## src/rtl/stack_seq_pkg.sv

```systemverilog
// Shared definitions for the stack word sequencer.
//   seq_state_t          : sequencer FSM states
//   DEFAULT_WORD_W       : default bits per transferred word
//   DEFAULT_STACK_DEPTH  : default capacity of the attached 1-bit stack
package stack_seq_pkg;

  localparam int unsigned DEFAULT_WORD_W      = 4;
  localparam int unsigned DEFAULT_STACK_DEPTH = 8;

  typedef enum logic [1:0] {
    IDLE,
    PUSH,
    POP,
    DRAIN
  } seq_state_t;

endpackage

```

## src/rtl/stack_level_counter.sv

```systemverilog
// Up/down occupancy counter for the attached 1-bit stack.
//   clk, rst_n : clock, asynchronous active-low reset
//   inc, dec   : one bit pushed / popped this cycle
//   level      : bits currently held
//   full       : level == DEPTH
//   empty      : level == 0
module stack_level_counter #(
  parameter int unsigned DEPTH = 8,
  parameter int unsigned CNT_W = $clog2(DEPTH + 1)
) (
  input  logic             clk,
  input  logic             rst_n,
  input  logic             inc,
  input  logic             dec,
  output logic [CNT_W-1:0] level,
  output logic             full,
  output logic             empty
);

  always_ff @(posedge clk or negedge rst_n) begin
    if (!rst_n) begin
      level <= '0;
    end else if (inc && !dec && !full) begin
      level <= level + CNT_W'(1);
    end else if (dec && !inc && !empty) begin
      level <= level - CNT_W'(1);
    end
  end

  assign full  = (level == CNT_W'(DEPTH));
  assign empty = (level == '0);

endmodule

```

## src/rtl/stack_word_sequencer.sv

```systemverilog
// Word-wide front end for a 1-bit LIFO stack: serialises written words into
// the stack LSB first and pops/reassembles them back in original bit order.
//   CLK, RST_N         : clock, asynchronous active-low reset
//   wr_valid/ready/data: word write handshake
//   rd_req             : pop one word
//   rd_valid, rd_data  : one-cycle completion pulse, last word read
//   stk_push/pop/data  : stack control, stk_dout : stack output (1-cycle latency)
//   level, full, empty : stack occupancy in bits
//   err                : sticky read-underflow flag
module stack_word_sequencer
  import stack_seq_pkg::*;
#(
  parameter  int unsigned WORD_W      = DEFAULT_WORD_W,
  parameter  int unsigned STACK_DEPTH = DEFAULT_STACK_DEPTH,
  localparam int unsigned CNT_W       = $clog2(STACK_DEPTH + 1)
) (
  input  logic              CLK,
  input  logic              RST_N,
  input  logic              wr_valid,
  output logic              wr_ready,
  input  logic [WORD_W-1:0] wr_data,
  input  logic              rd_req,
  output logic              rd_valid,
  output logic [WORD_W-1:0] rd_data,
  output logic              stk_push,
  output logic              stk_pop,
  output logic              stk_data,
  input  logic              stk_dout,
  output logic [CNT_W-1:0]  level,
  output logic              full,
  output logic              empty,
  output logic              err
);

  localparam int unsigned IDX_W = (WORD_W > 1) ? $clog2(WORD_W) : 1;

  seq_state_t        state, state_nxt;
  logic [IDX_W-1:0]  idx;
  logic [WORD_W-1:0] word_q;
  logic [WORD_W-1:0] shift_q;
  logic [WORD_W-1:0] shift_nxt;
  logic              last_bit;
  logic              can_pop;
  logic              can_push;
  logic              rd_go;

  assign last_bit  = (idx == IDX_W'(WORD_W - 1));
  assign can_pop   = (32'(level) >= WORD_W);
  assign can_push  = (32'(level) + WORD_W <= STACK_DEPTH);
  assign rd_go     = rd_req && can_pop;
  // Popped bits arrive one cycle late; first arrival ends up in the MSB.
  assign shift_nxt = (shift_q << 1) | WORD_W'(stk_dout);

  always_comb begin
    state_nxt = state;
    wr_ready  = 1'b0;
    stk_push  = 1'b0;
    stk_pop   = 1'b0;
    stk_data  = 1'b0;
    case (state)
      IDLE: begin
        wr_ready = can_push && !rd_go;
        if (rd_go) begin
          state_nxt = POP;
        end else if (wr_valid && wr_ready) begin
          state_nxt = PUSH;
        end
      end
      PUSH: begin
        stk_push = 1'b1;
        stk_data = word_q[idx];
        if (last_bit) state_nxt = IDLE;
      end
      POP: begin
        stk_pop = 1'b1;
        if (last_bit) state_nxt = DRAIN;
      end
      DRAIN:   state_nxt = IDLE;
      default: state_nxt = IDLE;
    endcase
  end

  always_ff @(posedge CLK or negedge RST_N) begin
    if (!RST_N) begin
      state    <= IDLE;
      idx      <= '0;
      word_q   <= '0;
      shift_q  <= '0;
      rd_data  <= '0;
      rd_valid <= 1'b0;
      err      <= 1'b0;
    end else begin
      state    <= state_nxt;
      rd_valid <= 1'b0;
      if (state == IDLE && wr_valid && wr_ready) word_q <= wr_data;
      if (state == IDLE && rd_req && !can_pop)   err    <= 1'b1;
      if (state == PUSH || state == POP) begin
        idx <= last_bit ? '0 : idx + IDX_W'(1);
      end else begin
        idx <= '0;
      end
      // Capture trails the pop by one cycle: POP cycles 1..W-1 and DRAIN.
      if ((state == POP && idx != '0) || state == DRAIN) shift_q <= shift_nxt;
      if (state == DRAIN) begin
        rd_data  <= shift_nxt;
        rd_valid <= 1'b1;
      end
    end
  end

  stack_level_counter #(
    .DEPTH (STACK_DEPTH),
    .CNT_W (CNT_W)
  ) u_level (
    .clk   (CLK),
    .rst_n (RST_N),
    .inc   (stk_push),
    .dec   (stk_pop),
    .level (level),
    .full  (full),
    .empty (empty)
  );

endmodule

```

## config.mk

```make
export PLATFORM = sky130hd
export DESIGN_NAME = stack_word_sequencer
export DESIGN_NICKNAME = d
export VERILOG_FILES = /design/src/rtl/stack_seq_pkg.sv /design/src/rtl/stack_level_counter.sv /design/src/rtl/stack_word_sequencer.sv
export SDC_FILE = /design/constraint.sdc
export NUM_CORES = 1
export LEC_CHECK = 0
export CORE_MARGIN = 1.5
export CORE_UTILIZATION = 49
export CTS_BUF_LIST = sky130_fd_sc_hd__clkbuf_4 sky130_fd_sc_hd__clkbuf_8 sky130_fd_sc_hd__clkbuf_16
export CTS_CLUSTER_SIZE = 8
export DETAILED_ROUTE_END_ITERATION = 16
export PLACE_DENSITY = 0.8
export SLEW_MARGIN = 40
export SYNTH_ARGS = -nofsm -noshare
export SYNTH_HDL_FRONTEND = slang
export SYNTH_HIERARCHICAL = 1
export SYNTH_SLANG_ARGS = --single-unit
```

## constraint.sdc

```tcl
create_clock -name CLK -period 2.5 [get_ports CLK]
set_input_delay 0.5 -clock CLK [delete_from_list [all_inputs] [get_ports CLK]]
set_output_delay 0.5 -clock CLK [all_outputs]
set_load 0.01 [all_outputs]
```

After elaboration in Yosys (flattened, before gate mapping)
Cells that the tools add are included.

storage, ports and cells
  register bits = 21
  bits in latches = 0
  RAM bits = 0
  memory bits (read-only) = 0
  bits of input ports = 9
  output and inout port bits = 16
  word-level logic and storage cells = 65
  memories kept = 0

cells by class
  $add $sub $neg = 4
  multiply operators = 0
  divide/modulo/power cells = 0
  order comparisons = 3
  eq/ne operators = 8
  shifts and indexed selects = 0
  mux-type cells = 16
  bitwise logic cells = 1
  reduce and logical (&&, ||, !) cells = 25

operators by type and width
  cell                                                             number
  logical AND 1 bit                                                12
  2-to-1 mux 2 bit                                                 6
  2-to-1 mux 4 bit                                                 2
  one-hot mux 2 bit (4 select lines)                               1
  equality test 2 bit (second input constant)                      3
  zero test 1 bit                                                  6
  2-to-1 mux 1 bit                                                 6
  adder 4 x 3 -> 5 bit (second input constant)                     1
  less-or-equal comparator 5 x 4 -> 1 bit (second input constant)  1
  adder 4 x 1 -> 4 bit (second input constant)                     1
  equality test 4 bit (second input constant)                      1
  >= comparator 4 x 3 -> 1 bit (second input constant)             1
  zero test 4 bit                                                  1
  != test 2 bit (second input constant)                            2
  OR 4 x 1 -> 4 bit                                                1
  nonzero test 2 bit                                               2
  subtractor 4 x 1 -> 4 bit (second input constant)                1
  less-than comparator 2 x 3 -> 1 bit (second input constant)      1
  != test 3 bit (second input constant)                            1
  AND reduction 3 bit                                              1
  adder 2 x 1 -> 2 bit (second input constant)                     1
  binary-select mux 1 bit (select 2 bit)                           1
  equality test 2 x 1 -> 1 bit (second input constant)             1
  zero test 2 bit                                                  1
  logical OR 1 bit                                                 2

Longest topological paths before layout
Gate-level depths: netlist of run 1.

  depth in word-level cells = 8
  gate-level depth with buffers = 8
  gate-level depth less buffers = 8

Hierarchy
The synthesis of run 1 kept the hierarchy.

modules (own cells, without submodules)
  module                times used  cells an instance  area an instance (um2)  seq. area each (um2)
  stack_word_sequencer  1           61                 820.8                   425.4
  stack_level_counter   1           27                 317.8                   100.1

Worst setup path before layout of run 1
Ideal clock, no wire load.

  path type = register to register
  start point = register state[1]
  end point = register u_level.level[3]
  library setup time = 0.142 ns
  arrival time = 2.253 ns
  data required time = 2.358 ns
  setup slack = 0.106 ns
  cell stages (with the launch flop) = 9
  buffers on the path = 0
  period minus slack after synthesis = 2.394 ns
  cells stage by stage = dfrtp_1 -> inv_1 -> ha_1 -> or3b_4 -> ha_1 -> a21o_1 -> a2111oi_0 -> o21a_1 -> a211oi_1

on the way
  longest elaborated chain between the ends = 6
  elaborated cells on any way between the ends = 12
  those cells by class = eq/ne (2); mux (3); reduce/logical (7)

ends and longest elaborated chain
  element                              RTL line                    RTL
  start: declaration                   stack_word_sequencer.sv:37  seq_state_t state, state_nxt;
  start signal: assignment             stack_word_sequencer.sv:93  state <= state_nxt;
  equality test 2 x 1 -> 1 bit *       stack_word_sequencer.sv:60  case (state)
  2-to-1 mux 1 bit *                   stack_word_sequencer.sv:60
  net stk_push                         stack_word_sequencer.sv:25  output logic stk_push,
  zero test 1 bit                      stack_level_counter.sv:25   end else if (dec && !inc && !empty) begin
  logical AND 1 bit (2 in a row)       stack_level_counter.sv:25
  nonzero test 2 bit (no source line)  n/a
  end signal: assignment               stack_level_counter.sv:24   level <= level + CNT_W'(1);
  end signal: assignment               stack_level_counter.sv:26   level <= level - CNT_W'(1);
  end: declaration                     stack_level_counter.sv:15   output logic [CNT_W-1:0] level,

Mark *: on every way through the listed nets, which the timed path passes. The rest lies on a longest branch.
A chain may end at the register's enable or synchronous reset.

Worst setup path after layout of run 1
  start point = register u_level.level[0]
  end point = output port empty

on the way
  longest elaborated chain between the ends = 1

ends and longest elaborated chain
  element           RTL line                    RTL
  zero test 4 bit   stack_level_counter.sv:31   assign empty = (level == '0);
  end: declaration  stack_word_sequencer.sv:31  output logic empty,

Every way passes these cells.

==> results.md, run 1 <==
Logic synthesis:
- The compound-gate portion of the synthesized area is 9.56%.
- The post-synthesis cell count is 88.
- In this run, synthesis inferred 0 flip-flops with an integrated enable.
- In the synthesized netlist, mux cells make up 18.6% of the area.
- The fraction of the mapped netlist area in simple logic gates is 9.89%.
- The async set-reset flop share out of synthesis is 100%.
- The most frequent cell after synthesis is sky130_fd_sc_hd__dfrtp_1.
- After synthesis the netlist holds a flip-flop and latch count of 21.
- The most used flip-flop cell after synthesis is sky130_fd_sc_hd__dfrtp_1.
- Dividing the synthesized area by the synthesized cell count gives 12.9 µm².
- The post-synthesis net count is 107.
- Sorting the synthesized cells by area gives the leading types as sky130_fd_sc_hd__dfrtp_1 (46%), sky130_fd_sc_hd__ha_1 (9.9%), sky130_fd_sc_hd__mux2_1 (6.9%), sky130_fd_sc_hd__mux2_2 (4.0%), sky130_fd_sc_hd__mux2_4 (4.0%).
- For this run, the number of Yosys warnings is 6.
- The dominant combinational cell family by area after synthesis is multiplexers.
- The largest total area in the synthesized netlist belongs to sky130_fd_sc_hd__dfrtp_1.
- The register area share after synthesis is 46.2%.
- In the synthesized netlist, the cells that appear most often are sky130_fd_sc_hd__dfrtp_1 (21), sky130_fd_sc_hd__ha_1 (9), sky130_fd_sc_hd__inv_1 (8).
- Of the total synthesized cell area, the portion taken by XOR and XNOR cells is 1.54%.
- The portion of synthesized cell area occupied by the leading cell type is 46.2%.
- The synthesized netlist devotes 11.6% of its cell area to adder and majority cells.
- The unique cell type count in the Yosys netlist is 34.
- The mapped netlist covers 1140 µm².

Drt:
- The final route contains 787 vias.
- The first-pass detailed-route iteration total is 4.
- The mean number of vias per cell is 5.25.
- The final wirelength is 2.09 mm.
- In the routed design, unresolved DRC markers number 0.
- The routed length per instance is 13.9 µm.
- The detail route stage leaves a number of antenna-violating nets equal to 0.
- The first-iteration detailed-routing DRC count is 4.

Timing:
- The number of pins with negative max-slew slack in the final report was 0.
- Setup repair after global routing left no endpoint under its margin.
- The slew at the pin closest to its max-slew limit is 0.362 ns.
- The worst-case headroom to the max-slew limit is 75.8%.
- In the finished design, the share of the clock period the worst path needs comes to 95.6%.
- The number of endpoints with negative hold slack in the final report is 0.
- The summed negative setup slack over all endpoints is 0 ns.
- The time the final worst path needs with I/O delays and setup is 2.39 ns.
- Setup violations remaining at the end of the flow were counted as 0.
- The worst hold margin is 0.484 ns.
- Derived from the worst setup path, the maximum achievable clock frequency is 419 MHz.
- The clock arrives with 0.00213 ns of skew.

Power and ir drop:
- IR analysis of the VDD net gives a maximum drop of 0.702 mV.
- The areal power density over the cells is 1330 nW/µm².
- The static leakage is 0.671 nW.

Clock tree:
- The number of CTS-inserted buffers is 3.
- The clock net in this run drives a total of 21 sinks.
- The root cell of the clock tree is sky130_fd_sc_hd__clkbuf_4.
- The insertion delay of the later-clocked pin in the worst-skew pair is 0.30 ns.
- Counting along the longest clock path gives a buffer depth of 2.
- The number of levels the H-tree was split into is 1.
- TritonCTS built the clock tree.
- After clock tree synthesis, the clock-pin slew on the worst setup and hold paths is 0.12 ns.

Critical path:
- Of all nets on the critical path, the largest fanout is 7.
- The worst setup path is launched from a flip-flop.
- The arrival time of the worst setup path is 1.89 ns.
- In this run the worst setup path terminates at empty.
- The required arrival time at the worst endpoint is 2.00 ns.
- The worst setup path is captured at an output port.
- The worst register-to-register path has a depth of 8.
- The capture instance of the worst register-to-register path is u_level/level[3]$_DFFE_PN0P_.
- In this run the worst setup path begins at u_level/level[0]$_DFFE_PN0P_.
- The worst flop-to-flop path startpoint is state[0]$_DFFE_PN0P_.
- The path type of the worst setup path is flip-flop to output port.
- Setup slack on the worst reg-to-reg path comes out at 0.14 ns.

Die:
- The count of standard-cell rows is 17.
- From bottom edge to top edge, the die measures 51.2 µm.
- The area of the die is 2620 µm².
- The area of the core region is 2210 µm².
- The number of top-level design ports is 25.
- In this run the horizontal extent of the chip is 51.2 µm.
- For this configuration, the core starts out at a cell density of 51.5%.

Status:
- The flow ran to the end, and the final reports show no timing, DRC or antenna violations.

Global routing:
- The overall routing resource usage is 18.2%.
- The via count of the first global-routing pass is 815.
- The remaining global-route overflow is 0.
- Entering global routing, the biggest net connects 22 pins.
- The initial antenna violation count was 0.
- The first-pass GRT wire length is 3.46 mm.

Layout:
- The area added between synthesis and finish is 31.3%.
- The finished layout holds 150 standard cells, fillers aside.
- The count of filler cells inserted in the layout is 176.
- The utilization of the core after routing is 67.6%.
- The number of antenna repair diodes is 0.
- In the final design database the tool counted 142 nets.
- Of the cells placed in the final design, the portion with a size suffix greater than 1 is 21.3%.
- In the final layout, the multi-input gates occupy 584 µm².
- The storage element area is 528 µm².

Min path:
- The classification of the worst-slack hold path is flip-flop to flip-flop.

Placed design:
- The final weighted congestion in routability-driven placement is 0.831.
- The HPWL after detailed placement is 1.57 mm.
- The cell total after placement is 145.
- The count of buffers from port buffering is 24.

Run:
- Max-cap violations in this run came to 0.
how the worst min path moves through the flow:
stage / slack [ns] / end / startpoint / cells past startpoint
detailed placement: 0.47 / err$_DFFE_PN0P_ / err$_DFFE_PN0P_ / 1
global placement: 0.45 / err$_DFFE_PN0P_ / err$_DFFE_PN0P_ / 1
global route: 0.51 / err$_DFFE_PN0P_ / err$_DFFE_PN0P_ / 1
floorplan: 0.20 / err$_DFFE_PN0P_ / RST_N / 0
finish: 0.48 / err$_DFFE_PN0P_ / err$_DFFE_PN0P_ / 1
CTS: 0.50 / err$_DFFE_PN0P_ / err$_DFFE_PN0P_ / 1
flip-flops by register name (all words and copies together), names as in the netlist:
| register | count |
|---|---|
| state | 2 |
| rd_valid | 1 |
| shift_q | 3 |
| err | 1 |
| idx | 2 |
| rd_data | 4 |
| word_q | 4 |
| u_level/level | 4 |
metal layers:
layer | part of all wire (%) | global-route usage [%] | vias to the layer above
met3 | 2.2 | 3.51 | 2
met5 | 0 | 0 | -
met4 | 1.1 | 6.76 | 0
li1 | - | - | 386
met2 | 53 | 34.8 | 14
met1 | 44 | 19.5 | 385
kinds of logic after synthesis:
logic type / count (synthesis)
AND/OR/NAND/NOR: 14
AO/OA/AOI/OAI: 16
flip-flops: 21
XOR/XNOR: 2
multiplexers: 17
buffers and inverters: 8
adder cells (fa/ha/maj): 10
cells in the final DEF (no fill, tap or decap), types with 2 or more instances in the layout:
| cell | count |
|---|---|
| sky130_fd_sc_hd__ha_1 | 9 |
| sky130_fd_sc_hd__xor2_1 | 2 |
| sky130_fd_sc_hd__clkdlybuf4s50_1 | 23 |
| sky130_fd_sc_hd__inv_1 | 8 |
| sky130_fd_sc_hd__dfrtp_2 | 2 |
| sky130_fd_sc_hd__mux2_1 | 7 |
| sky130_fd_sc_hd__mux2_4 | 3 |
| sky130_fd_sc_hd__mux2_2 | 4 |
| sky130_fd_sc_hd__buf_4 | 6 |
| sky130_fd_sc_hd__o21ai_0 | 3 |
| sky130_fd_sc_hd__dfrtp_1 | 19 |
| sky130_fd_sc_hd__and2_1 | 2 |
| sky130_fd_sc_hd__o21ai_1 | 2 |
| sky130_fd_sc_hd__clkbuf_4 | 3 |
| sky130_fd_sc_hd__a21oi_1 | 2 |
| sky130_fd_sc_hd__nor2_1 | 2 |
| sky130_fd_sc_hd__mux2i_1 | 2 |
what timing repair did:
item,CTS,global route
setup endpoints to repair,0,3
gates resized for setup,0,4
hold endpoints to repair,0,0
hold buffers,0,0
buffers inserted,0,1
where the power goes:
part           internal (W)  switching (W)
combinational      0.000671       0.000504
sequential         0.000512       0.000136
clock             0.0000609       0.000109
total               0.00124       0.000749
critical path, cell delays in order, from the launching register on:
cell and delay (ns):
sky130_fd_sc_hd__dfrtp_2 0.50, sky130_fd_sc_hd__or3_1 0.44, sky130_fd_sc_hd__nor2_1 0.11, sky130_fd_sc_hd__clkdlybuf4s50_1 0.53
metrics by stage:
stage / instance area [µm²] / power, W / setup slack, ns
final: 1500 / 0.00199 / 0.111
after global routing: 1500 / 0.00216 / 0.00203
after CTS: 1480 / 0.00200 / 0.0185
after detailed placement: 1450 / 0.00182 / 0.0172
after global placement: 1450 / 0.00176 / 0.0342
after floorplan: 1140 / 0.00138 / 0.106
area by class of cell:
class	instances	area share [%]
Multi-Input combinational cell	59	39.1
Timing Repair Buffer	30	19.2
Sequential cell	21	35.3
Inverter	8	2.01
Clock inverter	1	0.502
Clock buffer	3	1.51
Tap cell	28	2.34
No activity file was read; power rests on OpenSTA's default activity.
==> run 2: changes to the inputs <==
--- a/config.mk
+++ b/config.mk
@@ -10,6 +10,7 @@
 export CTS_BUF_LIST = sky130_fd_sc_hd__clkbuf_4 sky130_fd_sc_hd__clkbuf_8 sky130_fd_sc_hd__clkbuf_16
 export CTS_CLUSTER_SIZE = 8
 export DETAILED_ROUTE_END_ITERATION = 16
+export GPL_ROUTABILITY_DRIVEN = 0
 export PLACE_DENSITY = 0.8
 export SLEW_MARGIN = 40
 export SYNTH_ARGS = -nofsm -noshare
==> results of run 2 <==
Final layout, timing and power as in run 1 (identical DEF).
